## src/rtl/polar_arith_pkg.sv

```systemverilog
// Shared widths, angle constants, opcodes and FSM encoding for the polar
// multiply/divide stage.
package polar_arith_pkg;

  localparam int MOD_W    = 32;
  localparam int ANG_W    = 32;
  localparam int ANG_FRAC = 22;

  // Half and full turn in the angle fixed-point format; one guard bit so the
  // full turn and the unwrapped sum/difference are both representable.
  localparam logic signed [ANG_W:0] DEG180 = 33'sd180 <<< ANG_FRAC;
  localparam logic signed [ANG_W:0] DEG360 = 33'sd360 <<< ANG_FRAC;

  localparam logic OP_MUL = 1'b0;
  localparam logic OP_DIV = 1'b1;

  localparam int N_MUL = 32;
  localparam int N_DIV = 48;

  typedef enum logic [1:0] {
    ST_IDLE = 2'd0,
    ST_RUN  = 2'd1,
    ST_FIN  = 2'd2
  } state_t;

  // Fold an unwrapped sum in [-360,360) back into [-180,180).
  function automatic logic [ANG_W-1:0] ang_wrap(input logic signed [ANG_W:0] s);
    logic signed [ANG_W:0] r;
    r = s;
    if (s >= DEG180)
      r = s - DEG360;
    else if (s < -DEG180)
      r = s + DEG360;
    return r[ANG_W-1:0];
  endfunction

endpackage

```

## src/rtl/polar_arith_if.sv

```systemverilog
// Request/result bundle between the polar operand source and polar_arith.
interface polar_arith_if;
  import polar_arith_pkg::*;

  logic             start;
  logic             op;
  logic [MOD_W-1:0] mod_a;
  logic [ANG_W-1:0] ang_a;
  logic [MOD_W-1:0] mod_b;
  logic [ANG_W-1:0] ang_b;
  logic             busy;
  logic             done;
  logic [MOD_W-1:0] mod_out;
  logic [ANG_W-1:0] ang_out;
  logic             ovf;
  logic             div_zero;

  modport master (
    output start, op, mod_a, ang_a, mod_b, ang_b,
    input  busy, done, mod_out, ang_out, ovf, div_zero
  );

  modport slave (
    input  start, op, mod_a, ang_a, mod_b, ang_b,
    output busy, done, mod_out, ang_out, ovf, div_zero
  );
endinterface

```

## src/rtl/polar_arith_seq_muldiv.sv

```systemverilog
// Iterative 32x32 shift-add multiply and 48/32 restoring divide, one step per
// cycle. load_i primes the datapath, step_i advances it, last_o flags the
// final step for the selected operation.
module seq_muldiv
  import polar_arith_pkg::*;
(
  input  logic        clk,
  input  logic        rst,
  input  logic        load_i,
  input  logic        step_i,
  input  logic        op_i,
  input  logic [31:0] a_i,
  input  logic [31:0] b_i,
  output logic        last_o,
  output logic [63:0] res_o
);

  logic        op_q,  op_d;
  logic [5:0]  cnt_q, cnt_d;
  logic [63:0] acc_q, acc_d;   // product (mul) or quotient shift register (div)
  logic [63:0] opa_q, opa_d;   // shifted multiplicand (mul) or dividend (div)
  logic [31:0] opb_q, opb_d;   // multiplier (mul) or divisor (div)
  logic [31:0] rem_q, rem_d;   // partial remainder, always < divisor

  logic [32:0] rem_sh;
  logic [33:0] rem_diff;
  logic        q_bit;

  // Restoring divide trial subtraction: bring in the next dividend bit.
  assign rem_sh   = {rem_q, opa_q[47]};
  assign rem_diff = {1'b0, rem_sh} - {2'b00, opb_q};
  assign q_bit    = ~rem_diff[33];

  assign last_o = (cnt_q == ((op_q == OP_DIV) ? 6'(N_DIV - 1) : 6'(N_MUL - 1)));
  assign res_o  = acc_q;

  // Next-state for the shared multiply/divide datapath.
  always_comb begin
    op_d  = op_q;
    cnt_d = cnt_q;
    acc_d = acc_q;
    opa_d = opa_q;
    opb_d = opb_q;
    rem_d = rem_q;
    if (load_i) begin
      op_d  = op_i;
      cnt_d = 6'd0;
      acc_d = 64'd0;
      rem_d = 32'd0;
      opb_d = b_i;
      opa_d = (op_i == OP_DIV) ? {16'd0, a_i, 16'd0} : {32'd0, a_i};
    end else if (step_i) begin
      cnt_d = cnt_q + 6'd1;
      if (op_q == OP_MUL) begin
        if (opb_q[0])
          acc_d = acc_q + opa_q;
        opa_d = opa_q << 1;
        opb_d = opb_q >> 1;
      end else begin
        rem_d = q_bit ? rem_diff[31:0] : rem_sh[31:0];
        acc_d = {acc_q[62:0], q_bit};
        opa_d = opa_q << 1;
      end
    end
  end

  // Datapath registers.
  always_ff @(posedge clk or posedge rst) begin
    if (rst) begin
      op_q  <= 1'b0;
      cnt_q <= 6'd0;
      acc_q <= 64'd0;
      opa_q <= 64'd0;
      opb_q <= 32'd0;
      rem_q <= 32'd0;
    end else begin
      op_q  <= op_d;
      cnt_q <= cnt_d;
      acc_q <= acc_d;
      opa_q <= opa_d;
      opb_q <= opb_d;
      rem_q <= rem_d;
    end
  end

endmodule

```

## src/rtl/polar_arith.sv

```systemverilog
// Polar-domain complex multiply/divide: modulus through seq_muldiv, angle by
// add/sub with wrap into [-180,180). Start/done handshake, multi-cycle.
module polar_arith
  import polar_arith_pkg::*;
(
  input  logic          clk,
  input  logic          rst,
  polar_arith_if.slave  bus
);

  state_t           state_q, state_d;
  logic             op_q, op_d;
  logic             divz_q, divz_d;
  logic [ANG_W-1:0] ang_res_q, ang_res_d;  // wrapped angle, waits for done
  logic             done_q, done_d;
  logic [MOD_W-1:0] mod_out_q, mod_out_d;
  logic [ANG_W-1:0] ang_out_q, ang_out_d;
  logic             ovf_q, ovf_d;
  logic             dz_q, dz_d;

  logic             md_load;
  logic             md_step;
  logic             md_last;
  logic [63:0]      md_res;
  logic signed [ANG_W:0] ang_sum;

  seq_muldiv u_muldiv (
    .clk    (clk),
    .rst    (rst),
    .load_i (md_load),
    .step_i (md_step),
    .op_i   (bus.op),
    .a_i    (bus.mod_a),
    .b_i    (bus.mod_b),
    .last_o (md_last),
    .res_o  (md_res)
  );

  // Unwrapped angle sum/difference with one guard bit.
  assign ang_sum = (bus.op == OP_DIV)
                 ? ($signed({bus.ang_a[ANG_W-1], bus.ang_a}) - $signed({bus.ang_b[ANG_W-1], bus.ang_b}))
                 : ($signed({bus.ang_a[ANG_W-1], bus.ang_a}) + $signed({bus.ang_b[ANG_W-1], bus.ang_b}));

  // Control FSM and result formatting.
  always_comb begin
    state_d   = state_q;
    op_d      = op_q;
    divz_d    = divz_q;
    ang_res_d = ang_res_q;
    done_d    = 1'b0;
    mod_out_d = mod_out_q;
    ang_out_d = ang_out_q;
    ovf_d     = ovf_q;
    dz_d      = dz_q;
    md_load   = 1'b0;
    md_step   = 1'b0;
    case (state_q)
      ST_IDLE: begin
        if (bus.start) begin
          md_load   = 1'b1;
          op_d      = bus.op;
          divz_d    = (bus.op == OP_DIV) && (bus.mod_b == '0);
          ang_res_d = ang_wrap(ang_sum);
          ovf_d     = 1'b0;
          dz_d      = 1'b0;
          state_d   = ((bus.op == OP_DIV) && (bus.mod_b == '0)) ? ST_FIN : ST_RUN;
        end
      end
      ST_RUN: begin
        md_step = 1'b1;
        if (md_last)
          state_d = ST_FIN;
      end
      ST_FIN: begin
        state_d   = ST_IDLE;
        done_d    = 1'b1;
        ang_out_d = ang_res_q;
        if (divz_q) begin
          mod_out_d = '1;
          dz_d      = 1'b1;
          ovf_d     = 1'b0;
        end else if (op_q == OP_MUL) begin
          if (md_res[63:48] != 16'd0) begin
            mod_out_d = '1;
            ovf_d     = 1'b1;
          end else begin
            mod_out_d = md_res[47:16];
          end
        end else begin
          if (md_res[47:32] != 16'd0) begin
            mod_out_d = '1;
            ovf_d     = 1'b1;
          end else begin
            mod_out_d = md_res[31:0];
          end
        end
      end
      default: state_d = ST_IDLE;
    endcase
  end

  // State and output registers; reset aborts any operation in flight.
  always_ff @(posedge clk or posedge rst) begin
    if (rst) begin
      state_q   <= ST_IDLE;
      op_q      <= 1'b0;
      divz_q    <= 1'b0;
      ang_res_q <= '0;
      done_q    <= 1'b0;
      mod_out_q <= '0;
      ang_out_q <= '0;
      ovf_q     <= 1'b0;
      dz_q      <= 1'b0;
    end else begin
      state_q   <= state_d;
      op_q      <= op_d;
      divz_q    <= divz_d;
      ang_res_q <= ang_res_d;
      done_q    <= done_d;
      mod_out_q <= mod_out_d;
      ang_out_q <= ang_out_d;
      ovf_q     <= ovf_d;
      dz_q      <= dz_d;
    end
  end

  assign bus.busy     = (state_q != ST_IDLE);
  assign bus.done     = done_q;
  assign bus.mod_out  = mod_out_q;
  assign bus.ang_out  = ang_out_q;
  assign bus.ovf      = ovf_q;
  assign bus.div_zero = dz_q;

endmodule

```

## src/flat_wrapper.sv

```systemverilog
// flat-port wrapper written by rule: the top's interface ports become plain ports
module polar_arith_flat import polar_arith_pkg::*;
  (clk, rst, bus_start, bus_op, bus_mod_a, bus_ang_a, bus_mod_b, bus_ang_b, bus_busy, bus_done, bus_mod_out, bus_ang_out, bus_ovf, bus_div_zero);
  polar_arith_if bus_i ();
  input  logic clk;
  input  logic rst;
  input wire logic [$bits(bus_i.start)-1:0] bus_start;
  input wire logic [$bits(bus_i.op)-1:0] bus_op;
  input wire logic [$bits(bus_i.mod_a)-1:0] bus_mod_a;
  input wire logic [$bits(bus_i.ang_a)-1:0] bus_ang_a;
  input wire logic [$bits(bus_i.mod_b)-1:0] bus_mod_b;
  input wire logic [$bits(bus_i.ang_b)-1:0] bus_ang_b;
  output wire logic [$bits(bus_i.busy)-1:0] bus_busy;
  output wire logic [$bits(bus_i.done)-1:0] bus_done;
  output wire logic [$bits(bus_i.mod_out)-1:0] bus_mod_out;
  output wire logic [$bits(bus_i.ang_out)-1:0] bus_ang_out;
  output wire logic [$bits(bus_i.ovf)-1:0] bus_ovf;
  output wire logic [$bits(bus_i.div_zero)-1:0] bus_div_zero;
  assign bus_i.start = bus_start;
  assign bus_i.op = bus_op;
  assign bus_i.mod_a = bus_mod_a;
  assign bus_i.ang_a = bus_ang_a;
  assign bus_i.mod_b = bus_mod_b;
  assign bus_i.ang_b = bus_ang_b;
  assign bus_busy = bus_i.busy;
  assign bus_done = bus_i.done;
  assign bus_mod_out = bus_i.mod_out;
  assign bus_ang_out = bus_i.ang_out;
  assign bus_ovf = bus_i.ovf;
  assign bus_div_zero = bus_i.div_zero;
  polar_arith u_core (.clk(clk), .rst(rst), .bus(bus_i));
endmodule
```

## config.mk

```make
export PLATFORM = sky130hd
export DESIGN_NAME = polar_arith_flat
export DESIGN_NICKNAME = d
export VERILOG_FILES = /design/src/rtl/polar_arith_pkg.sv /design/src/rtl/polar_arith_if.sv /design/src/rtl/polar_arith_seq_muldiv.sv /design/src/rtl/polar_arith.sv /design/src/flat_wrapper.sv
export SDC_FILE = /design/constraint.sdc
export NUM_CORES = 1
export LEC_CHECK = 0
export ABC_CLOCK_PERIOD_IN_PS = 15900
export CORE_UTILIZATION = 50
export CTS_CLUSTER_DIAMETER = 100
export DETAILED_ROUTE_END_ITERATION = 10
export PLACE_DENSITY = 0.71
export SLEW_MARGIN = 20
export SYNTH_ARGS = -nofsm -noshare
export SYNTH_HDL_FRONTEND = slang
export SYNTH_SLANG_ARGS = --single-unit
```

## constraint.sdc

```tcl
create_clock -name clk -period 15.9 [get_ports clk]
set_input_delay 3.975 -clock clk [delete_from_list [all_inputs] [get_ports clk]]
set_output_delay 3.975 -clock clk [all_outputs]
set_load 0.005 [all_outputs]
```

==> results of run 1 <==
[tightest hold or removal path: cells and delay by family (launching register included)]
kind / cells / cell delay (ns)
simple gates: 2 / 0.10
flops: 1 / 0.34
[per-stage QoR]
step / worst slack, ns / instance area [um^2] / total power [mW]
2_1_floorplan: 3.607 / 21190 / 3.274
3_3_place_gp: 5.520 / 23500 / 4.000
3_5_place_dp: 5.472 / 23500 / 4.067
4_1_cts: 6.016 / 24720 / 4.952
5_1_grt: 5.366 / 24720 / 5.344
6_report: 5.901 / 24720 / 4.947
[placed cells by master, fill, tap and decap left out, drive strengths merged, types with 34 or more instances in the layout]
cell type and count:
nor3 34, a22oi 68, a31oi 43, o21ai 250
clkbuf 47, nand2 408, ha 131, xor2 43
a21oi 179, o22ai 34, clkdlybuf4s50 198, mux2i 41
a21o 75, inv 88, xnor2 94, a22o 60
nor2 180, dfrtp 301
[cells by family (layout without fill, tap and decap cells)]
group	count (synthesis)	in the layout	share of synthesized area, %
xor gates and xnor gates	137	137	5.662
and+or+nand+nor	818	818	17.07
DFF	301	301	35.55
muxes	50	50	2.415
buffers and inverters	234	369	4.169
AOI/OAI and AO/OA	869	869	27.12
adders and majority gates	134	134	8.018
[state kept, by name, summed over array words and instances (netlist names)]
register,flops
u_core.ang_res_q,32
u_core.bus.ang_out,32
u_core.bus.div_zero,1
u_core.bus.done,1
u_core.bus.mod_out,32
u_core.bus.ovf,1
u_core.divz_q,1
u_core.state_q,2
u_core.u_muldiv.cnt_q,6
u_core.u_muldiv.op_q,1
u_core.u_muldiv.opa_q,64
u_core.u_muldiv.opb_q,32
u_core.u_muldiv.rem_q,32
u_core.u_muldiv.res_o,64
[cells in the mapped netlist, types with 34 or more instances]
library cell    n  area [um^2]
o21ai_0       237         1186
clkbuf_1      135        506.7
xnor2_1        94        823.3
nor2_1        179        671.9
ha_1          131         1639
xor2_1         43        376.6
a21o_1         75        563.0
nand2_1       407         1528
a31oi_1        42        262.8
a21oi_1       177        885.9
a22oi_1        68        510.5
inv_1          84        315.3
a22o_1         60        525.5
dfrtp_1       301         7532
o22ai_1        34        212.7
mux2i_1        41        410.4
[path summary, 6_finish.rpt]
path                                           start  cells after the start                         to  slack [ns]
min reg2reg                     u_core.ang_res_q[10]                      2     u_core.bus.ang_out[10]        0.47
min                             u_core.ang_res_q[10]                      2     u_core.bus.ang_out[10]        0.47
max in group asynchronous                        rst                      3     u_core.bus.mod_out[10]       10.38
max reg2reg                u_core.u_muldiv.opa_q[47]                     16  u_core.u_muldiv.rem_q[30]       11.69
min in group asynchronous                        rst                      2      u_core.bus.ang_out[0]        3.99
max                                     bus_ang_b[4]                     24       u_core.ang_res_q[31]        5.90
[metal layers]
layer  up-vias  share of wire (%)
li1       9441                  -
met1      9287                 45
met2       548                 46
met3       100                6.2
met4         0                3.0
met5         -                  0
[report_power, final]
| part | switching [mW] | internal, mW |
|---|---|---|
| logic | 1.52 | 1.13 |
| clock network | 0.342 | 0.513 |
| registers | 0.342 | 1.10 |
[cell type report]
class                           instances  area, um^2  area share (%)
Multi-Input combinational cell       2008       12820           51.86
Clock buffer                           47        1044           4.221
Tap cell                              539       674.4           2.728
Timing Repair Buffer                  217        2135           8.634
Sequential cell                       301        7533           30.47
Clock inverter                         18       180.2          0.7288
Inverter                               87       334.1           1.351
==> impl_metrics.csv, run 1 <==
group,metric,value,unit
run_status,status,"finished clean",
synthesis,synth.distinct_cells,91,
synthesis,synth_area,21190,um^2
timing,hold_viol_final,0,
timing,skew,0.01779,ns
clock_network,insertion_delay,0.56,ns
power,power.leakage,11.37,nW
global_routing,grt_antenna_before_repair,0,
drt,drc,0,
setup_path,worst-path-buf-inv,1,
drt,postRouteAntennaNets,0,
synthesis,synth-seq-cells,301,
clock_network,post-cts-setup-buffers,0,
clock_network,cts_tree,"done",
synthesis,synthFlopType,"dfrtp_1",
synthesis,yosysSeqAreaShare,35.55,%
final_layout,utilization,59.07,%
timing,hold_ws,0.4653,ns
setup_path,crit_required,16.33,ns
final_layout,syn_to_final_growth,16.67,%
global_routing,grt_usage,28.25,%
synthesis,async_flop_share,100.0,%
setup_path,path_max_fanout,13,
synthesis,syn_area_per_cell,8.333,um^2
clock_network,numCtsBuffers,37,
timing,setup_viol,0,
die,die_w,207.9,um
setup_path,path_cells,"clkdlybuf4s50_1, or4_1, or3_1, nor3_1, nand2_1, nor3_1, nand2b_1, nor4_1, and2_1, nor2_1, xnor2_1, ha_1, nand2_1, o21ai_0, nor2_1, o21ai_0, o211ai_1, a31o_1, a2111oi_4, nor2b_1, o21ai_0, o21ai_0, mux2_2, a221o_1",
drt,wl,61.01,mm
die,start_util,50.63,%
global_routing,grt_use_met3,5.310,%
placement,place.gp.congestion,0.9320,
global_routing,grt_use_met1,37.78,%
final_layout,final_cells,3217,
timing,post-route-period-util,62.89,%
final_layout,fillers,3723,
placement,dpl.hpwl,43.46,mm
final_layout,diodes,0,
clock_network,clkTransAtPathRegs,0.06,ns
timing,rsz0062_at_grt,"no",
timing,finalMaxSlewViolations,0,
drt,dr_total_vias,19380,
clock_network,clockBufferDepth,3,
clock_network,cts_resized,0,
global_routing,grtUsageMet2,46.14,%
placement,numPlacedInstances,3152,
timing,fin_crit,9.999,ns
setup_path,cpMaxStageDelayCell,"or4_1",
clock_network,htreeDepth,2,
clock_network,clock_tree.root_cell,"clkbuf_16",
setup_path,max_stage_delay,0.59,ns
die,die_area,43210,um^2
min_path,min_path_type,"reg -> reg",
flow_run,cap_violations,0,
timing,setup-tns-final,0,ns
die,num_rows,75,
synthesis,syn_inst,2543,
final_layout,drive_gt1_share,5.302,%
final_layout,layout.nets,2918,
die,core_region_area,41850,um^2
die,ios,200,
power,ir_worst_vdd,0.09509,mV
drt,wl_per_cell,18.97,um
synthesis,synth_edf_count,0,
synthesis,syn_nets,2809,
drt,vias_per_cell,6.023,
setup_path,crit_top_cell,"o21ai_0",
setup_path,critPathLaunchType,"input port",
synthesis,yosysWarnings,0,
placement,port_buffers,199,
setup_path,crit_arrival,10.43,ns
clock_network,clock-sinks,301,
global_routing,grt_first_pass_wirelength,99.23,mm
timing,slew_headroom,28.89,%
setup_path,critical_path_class,"in -> reg",
setup_path,crit_family,"simple AND/OR/NAND/NOR gates",
clock_network,postCtsHoldBufs,0,
global_routing,grt_pass1_vias,18810,
global_routing,grt_max_degree,173,
timing,tightestPinTransition,1.063,ns
drt,first_pass_iters,7,
drt,drtIter0Drc,1644,
global_routing,busiest_layer,"met2",
timing,max_freq,100.0,MHz
setup_path,setup.worst_path.end_class,"register",
power,power.density,200.1,nW/um^2
die,die_h,207.9,um
global_routing,gr-total-overflow,0,
Note: power is estimated with default switching activity, not from simulation.
==> inputs of run 2 (changes only) <==
--- a/config.mk
+++ b/config.mk
@@ -5,7 +5,7 @@
 export SDC_FILE = /design/constraint.sdc
 export NUM_CORES = 1
 export LEC_CHECK = 0
-export ABC_CLOCK_PERIOD_IN_PS = 15900
+export ABC_CLOCK_PERIOD_IN_PS = 9500
 export CORE_UTILIZATION = 50
 export CTS_CLUSTER_DIAMETER = 100
 export DETAILED_ROUTE_END_ITERATION = 10
==> constraint.sdc (replaced) <==
create_clock -name clk -period 9.5 [get_ports clk]
set_input_delay 2.375 -clock clk [delete_from_list [all_inputs] [get_ports clk]]
set_output_delay 2.375 -clock clk [all_outputs]
set_load 0.005 [all_outputs]
==> impl_metrics.csv, run 2 (synthesis results as in run 1) <==
group,metric,value,unit
run_status,status,"finished clean",
timing,skew,0.02704,ns
timing,post-route-period-util,86.65,%
clock_network,htreeDepth,2,
final_layout,syn_to_final_growth,16.41,%
clock_network,clock-sinks,301,
setup_path,path_cells,"clkdlybuf4s50_1, or4_1, or3_1, nor3_1, nand2_1, nor3_1, nand2b_1, nor4_1, and2_1, nor2_1, xnor2_1, ha_1, nand2_1, o21ai_0, nor2_1, o21ai_0, o21ai_0, xnor2_1, a21oi_1, o21ai_0, o21ai_0, mux2_2, a221o_1",
setup_path,cpMaxStageDelayCell,"or4_1",
timing,tightestPinTransition,1.141,ns
power,seqPwrFrac,29.2,%
die,num_rows,75,
die,die_w,207.9,um
final_layout,final_common_cell,"nand2_1",
placement,port_buffers,199,
setup_path,critPathLaunchType,"input port",
clock_network,cts_resized,0,
setup_path,max_stage_delay,0.59,ns
power,switching_power,3.693,mW
power,p_clk_share,16.8,%
die,core_region_area,41850,um^2
global_routing,grt_antenna_before_repair,0,
timing,slew_headroom,23.68,%
drt,drtIter0Drc,1680,
timing,worst_slack,1.268,ns
flow_run,cap_violations,0,
clock_network,numCtsBuffers,36,
power,intPower,4.528,mW
min_path,min_path_type,"reg -> reg",
timing,hold_viol_final,0,
setup_path,setup.worst_path.end_class,"register",
global_routing,grt_pass1_vias,18660,
global_routing,grt_usage,28.09,%
drt,first_pass_iters,6,
timing,fin_crit,8.232,ns
power,finalPower,8.221,mW
drt,drc,0,
placement,dpl_cell_area,23500,um^2
clock_network,postCtsHoldBufs,0,
global_routing,gr-total-overflow,0,
timing,rsz0062_at_grt,"no",
die,start_util,50.63,%
timing,finalMaxSlewViolations,0,
final_layout,drive_gt1_share,5.078,%
final_layout,diodes,0,
clock_network,cts_tree,"done",
final_layout,layout.nets,2918,
drt,dr_total_vias,19510,
timing,setup_viol,0,
timing,hold_ws,0.4479,ns
global_routing,grt_max_degree,165,
die,die_h,207.9,um
setup_path,path_max_fanout,7,
clock_network,insertion_delay,0.56,ns
power,power.density,333.3,nW/um^2
drt,vias_per_cell,6.064,
final_layout,most-common-layout-cells,"nand2_1 (407), dfrtp_1 (300), o21ai_0 (237), clkdlybuf4s50_1 (198), a21oi_1 (177)",
drt,wl_per_cell,18.96,um
final_layout,finalInstanceArea,24670,um^2
setup_path,crit_top_cell,"o21ai_0",
timing,max_freq,121.5,MHz
setup_path,critical_path_class,"in -> reg",
timing,setup-tns-final,0,ns
setup_path,crit_required,9.92,ns
power,ir_worst_vdd,0.1895,mV
die,die_area,43210,um^2
drt,wl,60.99,mm
placement,place.gp.congestion,0.9414,
clock_network,clockBufferDepth,3,
power,power.leakage,11.32,nW
placement,pre_cts_ws,0.8560,ns
die,ios,200,
clock_network,clock_tree.root_cell,"clkbuf_16",
placement,dpl.hpwl,44.11,mm
global_routing,grt_first_pass_wirelength,98.79,mm
setup_path,crit_arrival,8.65,ns
clock_network,post-cts-setup-buffers,0,
power,combinationalPowerShare,54.0,%
power,swShare,44.92,%
drt,postRouteAntennaNets,0,
clock_network,clkTransAtPathRegs,0.06,ns
[run 2: changes by cell type in the layout (fill, tap and decap cells not counted), sizes merged]
cell | before | now
inv | 88 | 86
buf | 19 | 20
bufinv | 3 | 2
clkbuf | 47 | 51
clkinv | 11 | 7
clkinvlp | 3 | 5
[run 2: final timing paths]
check / slack (ns) / cells past startpoint / start / endpoint
max: 1.27 / 23 / bus_ang_b[4] / u_core.ang_res_q[31]
min in group asynchronous: 2.27 / 2 / rst / u_core.bus.ang_out[1]
max reg2reg: 5.28 / 15 / u_core.u_muldiv.res_o[0] / u_core.u_muldiv.res_o[50]
min reg2reg: 0.45 / 2 / u_core.ang_res_q[12] / u_core.bus.ang_out[12]
min: 0.45 / 2 / u_core.ang_res_q[12] / u_core.bus.ang_out[12]
max in group asynchronous: 5.30 / 4 / rst / u_core.u_muldiv.res_o[55]
[run 2: final cells by class]
cell class                      count  area, um^2
Inverter                           87       330.3
Tap cell                          539       674.4
Multi-Input combinational cell   2008       12820
Sequential cell                   301        7533
Clock buffer                       51        1017
Timing Repair Buffer              218        2142
Fill cell                        3775       17180
Clock inverter                     13       147.6
[run 2: metrics by stage]
stage	util [%]	std cells
2_1_floorplan	-	2543
4_1_cts	58.94	3217
3_3_place_gp	56.15	3153
6_report	58.94	3217
3_5_place_dp	56.15	3153
5_1_grt	58.94	3217
[run 2: layer usage]
metal / wire length (um) / track usage [%] / vias up
met5: 0 / 0 / -
met4: 2037 / 9.936 / 0
met3: 3765 / 4.554 / 106
met2: 27820 / 45.38 / 584
met1: 27370 / 38.12 / 9377
li1: - / - / 9440
[run 2: power by group through the flow]
stage               clock (mW)  combinational (mW)  sequential (mW)
floorplan                    0                3.28             2.21
global placement             0                4.30             2.39
detailed placement           0                4.41             2.40
CTS                       1.40                4.43             2.39
global route              1.45                4.96             2.46
finish                    1.38                4.44             2.40
[run 2: worst max-delay path: cells and delay by family]
kind / cells / cell delay (ns)
adder cells (fa/ha/maj): 1 / 0.37
AO/OA/AOI/OAI: 7 / 1.75
AND/OR/NAND/NOR: 11 / 2.68
multiplexers: 1 / 0.28
buffers and inverters: 1 / 0.48
XOR/XNOR: 2 / 0.72
==> inputs of run 3 (changes only) <==
--- a/config.mk
+++ b/config.mk
@@ -10,7 +10,7 @@
 export CTS_CLUSTER_DIAMETER = 100
 export DETAILED_ROUTE_END_ITERATION = 10
 export PLACE_DENSITY = 0.71
-export SLEW_MARGIN = 20
+export SLEW_MARGIN = 25
 export SYNTH_ARGS = -nofsm -noshare
 export SYNTH_HDL_FRONTEND = slang
 export SYNTH_SLANG_ARGS = --single-unit
==> impl_metrics.csv, run 3 (synthesis results as in run 1) <==
group,metric,value,unit
run_status,status,"finished clean",
drt,dr_total_vias,19520,
setup_path,crit_arrival,8.67,ns
placement,port_buffers,199,
timing,rsz0062_at_grt,"no",
final_layout,final_common_cell,"nand2_1",
setup_path,max_stage_delay,0.56,ns
die,start_util,50.63,%
drt,wl,61.44,mm
global_routing,grt_max_degree,165,
drt,first_pass_iters,8,
clock_network,clock_tree.root_cell,"clkbuf_16",
final_layout,finalInstanceArea,24720,um^2
die,num_rows,75,
die,core_region_area,41850,um^2
global_routing,grt_pass1_vias,18930,
power,finalPower,8.280,mW
global_routing,grt_first_pass_wirelength,99.66,mm
setup_path,path_cells,"clkdlybuf4s50_1, or4_1, or3_1, nor3_1, nand2_1, nor3_1, nand2b_1, nor4_1, and2_1, nor2_1, xnor2_1, ha_1, nand2_1, o21ai_0, nor2_1, o21ai_0, o21ai_0, xnor2_1, a21oi_1, o21ai_0, o21ai_0, mux2_2, a221o_1",
clock_network,clkTransAtPathRegs,0.06,ns
placement,numPlacedInstances,3153,
clock_network,post-cts-setup-buffers,0,
setup_path,cpMaxStageDelayCell,"or4_1",
global_routing,gr-total-overflow,0,
timing,skew,0.02907,ns
setup_path,rr_worst_depth,15,
die,die_h,207.9,um
clock_network,cts_resized,0,
setup_path,crit_required,9.92,ns
final_layout,drive_gt1_share,5.190,%
timing,slew_headroom,34.55,%
timing,post-route-period-util,86.82,%
clock_network,cts_tree,"done",
final_layout,utilization,59.07,%
clock_network,numCtsBuffers,36,
clock_network,clockBufferDepth,3,
die,die_area,43210,um^2
setup_path,rr_endpoint,"u_core.u_muldiv.res_o[50]",
drt,vias_per_cell,6.069,
clock_network,clock-sinks,301,
power,power.leakage,11.35,nW
timing,hold_viol_final,0,
setup_path,crit_start,"bus_ang_b[2]",
clock_network,insertion_delay,0.56,ns
timing,max_freq,121.2,MHz
global_routing,grt_antenna_before_repair,0,
drt,wl_per_cell,19.10,um
setup_path,path_max_fanout,7,
final_layout,layout.nets,2918,
placement,dpl_cell_area,23510,um^2
final_layout,syn_to_final_growth,16.67,%
timing,finalMaxSlewViolations,0,
drt,drtIter0Drc,1524,
setup_path,crit_top_cell,"o21ai_0",
placement,dpl.hpwl,44.15,mm
placement,place.gp.congestion,0.9414,
min_path,min_path_type,"reg -> reg",
drt,drc,0,
timing,setup_viol,0,
timing,setup-tns-final,0,ns
global_routing,grt_usage,28.36,%
power,ir_worst_vdd,0.1870,mV
drt,postRouteAntennaNets,0,
setup_path,crit_end,"u_core.ang_res_q[31]",
power,power.density,334.9,nW/um^2
setup_path,reg2reg_from,"u_core.u_muldiv.res_o[0]",
setup_path,critPathLaunchType,"input port",
final_layout,most-common-layout-cells,"nand2_1 (407), dfrtp_1 (300), o21ai_0 (237), clkdlybuf4s50_1 (198), a21oi_1 (177)",
die,ios,200,
timing,fin_crit,8.248,ns
final_layout,diodes,0,
setup_path,critical_path_class,"in -> reg",
setup_path,setup.worst_path.end_class,"register",
clock_network,postCtsHoldBufs,0,
setup_path,reg2reg_setup_slack,5.19,ns
timing,tightestPinTransition,0.9793,ns
die,die_w,207.9,um
flow_run,cap_violations,0,
final_layout,fillers,3798,
clock_network,htreeDepth,2,
final_layout,final_cells,3217,
run 3: power breakdown:
| part | total, mW | switching [mW] | internal, mW |
|---|---|---|---|
| combinational | 4.45 | 2.57 | 1.88 |
| sequential | 2.40 | 0.559 | 1.84 |
| clock | 1.43 | 0.574 | 0.854 |
| total | 8.28 | 3.70 | 4.58 |
run 3: worst max-delay path: cells and delay by family:
kind	cells	cell delay (ns)
compound gates	7	1.75
xor+xnor	2	0.70
fa+ha+maj	1	0.37
buf+inv	1	0.52
mux	1	0.28
simple gates	11	2.67
run 3: routing by layer:
layer / routed length, um / track usage, %
met3: 3764 / 4.629
met4: 2410 / 11.88
met5: 0 / 0
met2: 27820 / 45.57
met1: 27440 / 37.98
run 3: worst min path at each step:
stage	slack, ns	cells after the start	end	startpoint
2_1_floorplan	0.44	2	u_core.bus.ang_out[0]	u_core.ang_res_q[0]
3_3_place_gp	0.45	2	u_core.bus.ang_out[13]	u_core.ang_res_q[13]
3_5_place_dp	0.45	2	u_core.bus.ang_out[12]	u_core.ang_res_q[12]
4_1_cts	0.44	2	u_core.bus.ang_out[12]	u_core.ang_res_q[12]
5_1_grt	0.47	2	u_core.bus.ang_out[8]	u_core.ang_res_q[8]
6_report	0.43	2	u_core.bus.ang_out[12]	u_core.ang_res_q[12]
run 3: stage by stage:
stage                     hold slack (ns)  setup slack, ns
after floorplan                    0.4386            2.164
after global placement             0.4475           0.8906
after detailed placement           0.4497           0.8387
after CTS                          0.4385            1.400
after global routing               0.4727           0.7365
final                              0.4346            1.252
run 3: area by class of cell:
| class | instances | area (um^2) | share of cell area, % |
|---|---|---|---|
| flip-flops and latches | 301 | 7533 | 30.47 |
| clock buffers | 52 | 1051 | 4.251 |
| clock inverters | 12 | 165.2 | 0.6680 |
| repair buffers | 218 | 2142 | 8.664 |
| multi-input cells | 2008 | 12830 | 51.88 |
| well taps | 539 | 674.4 | 2.728 |
| inverters | 87 | 331.6 | 1.341 |
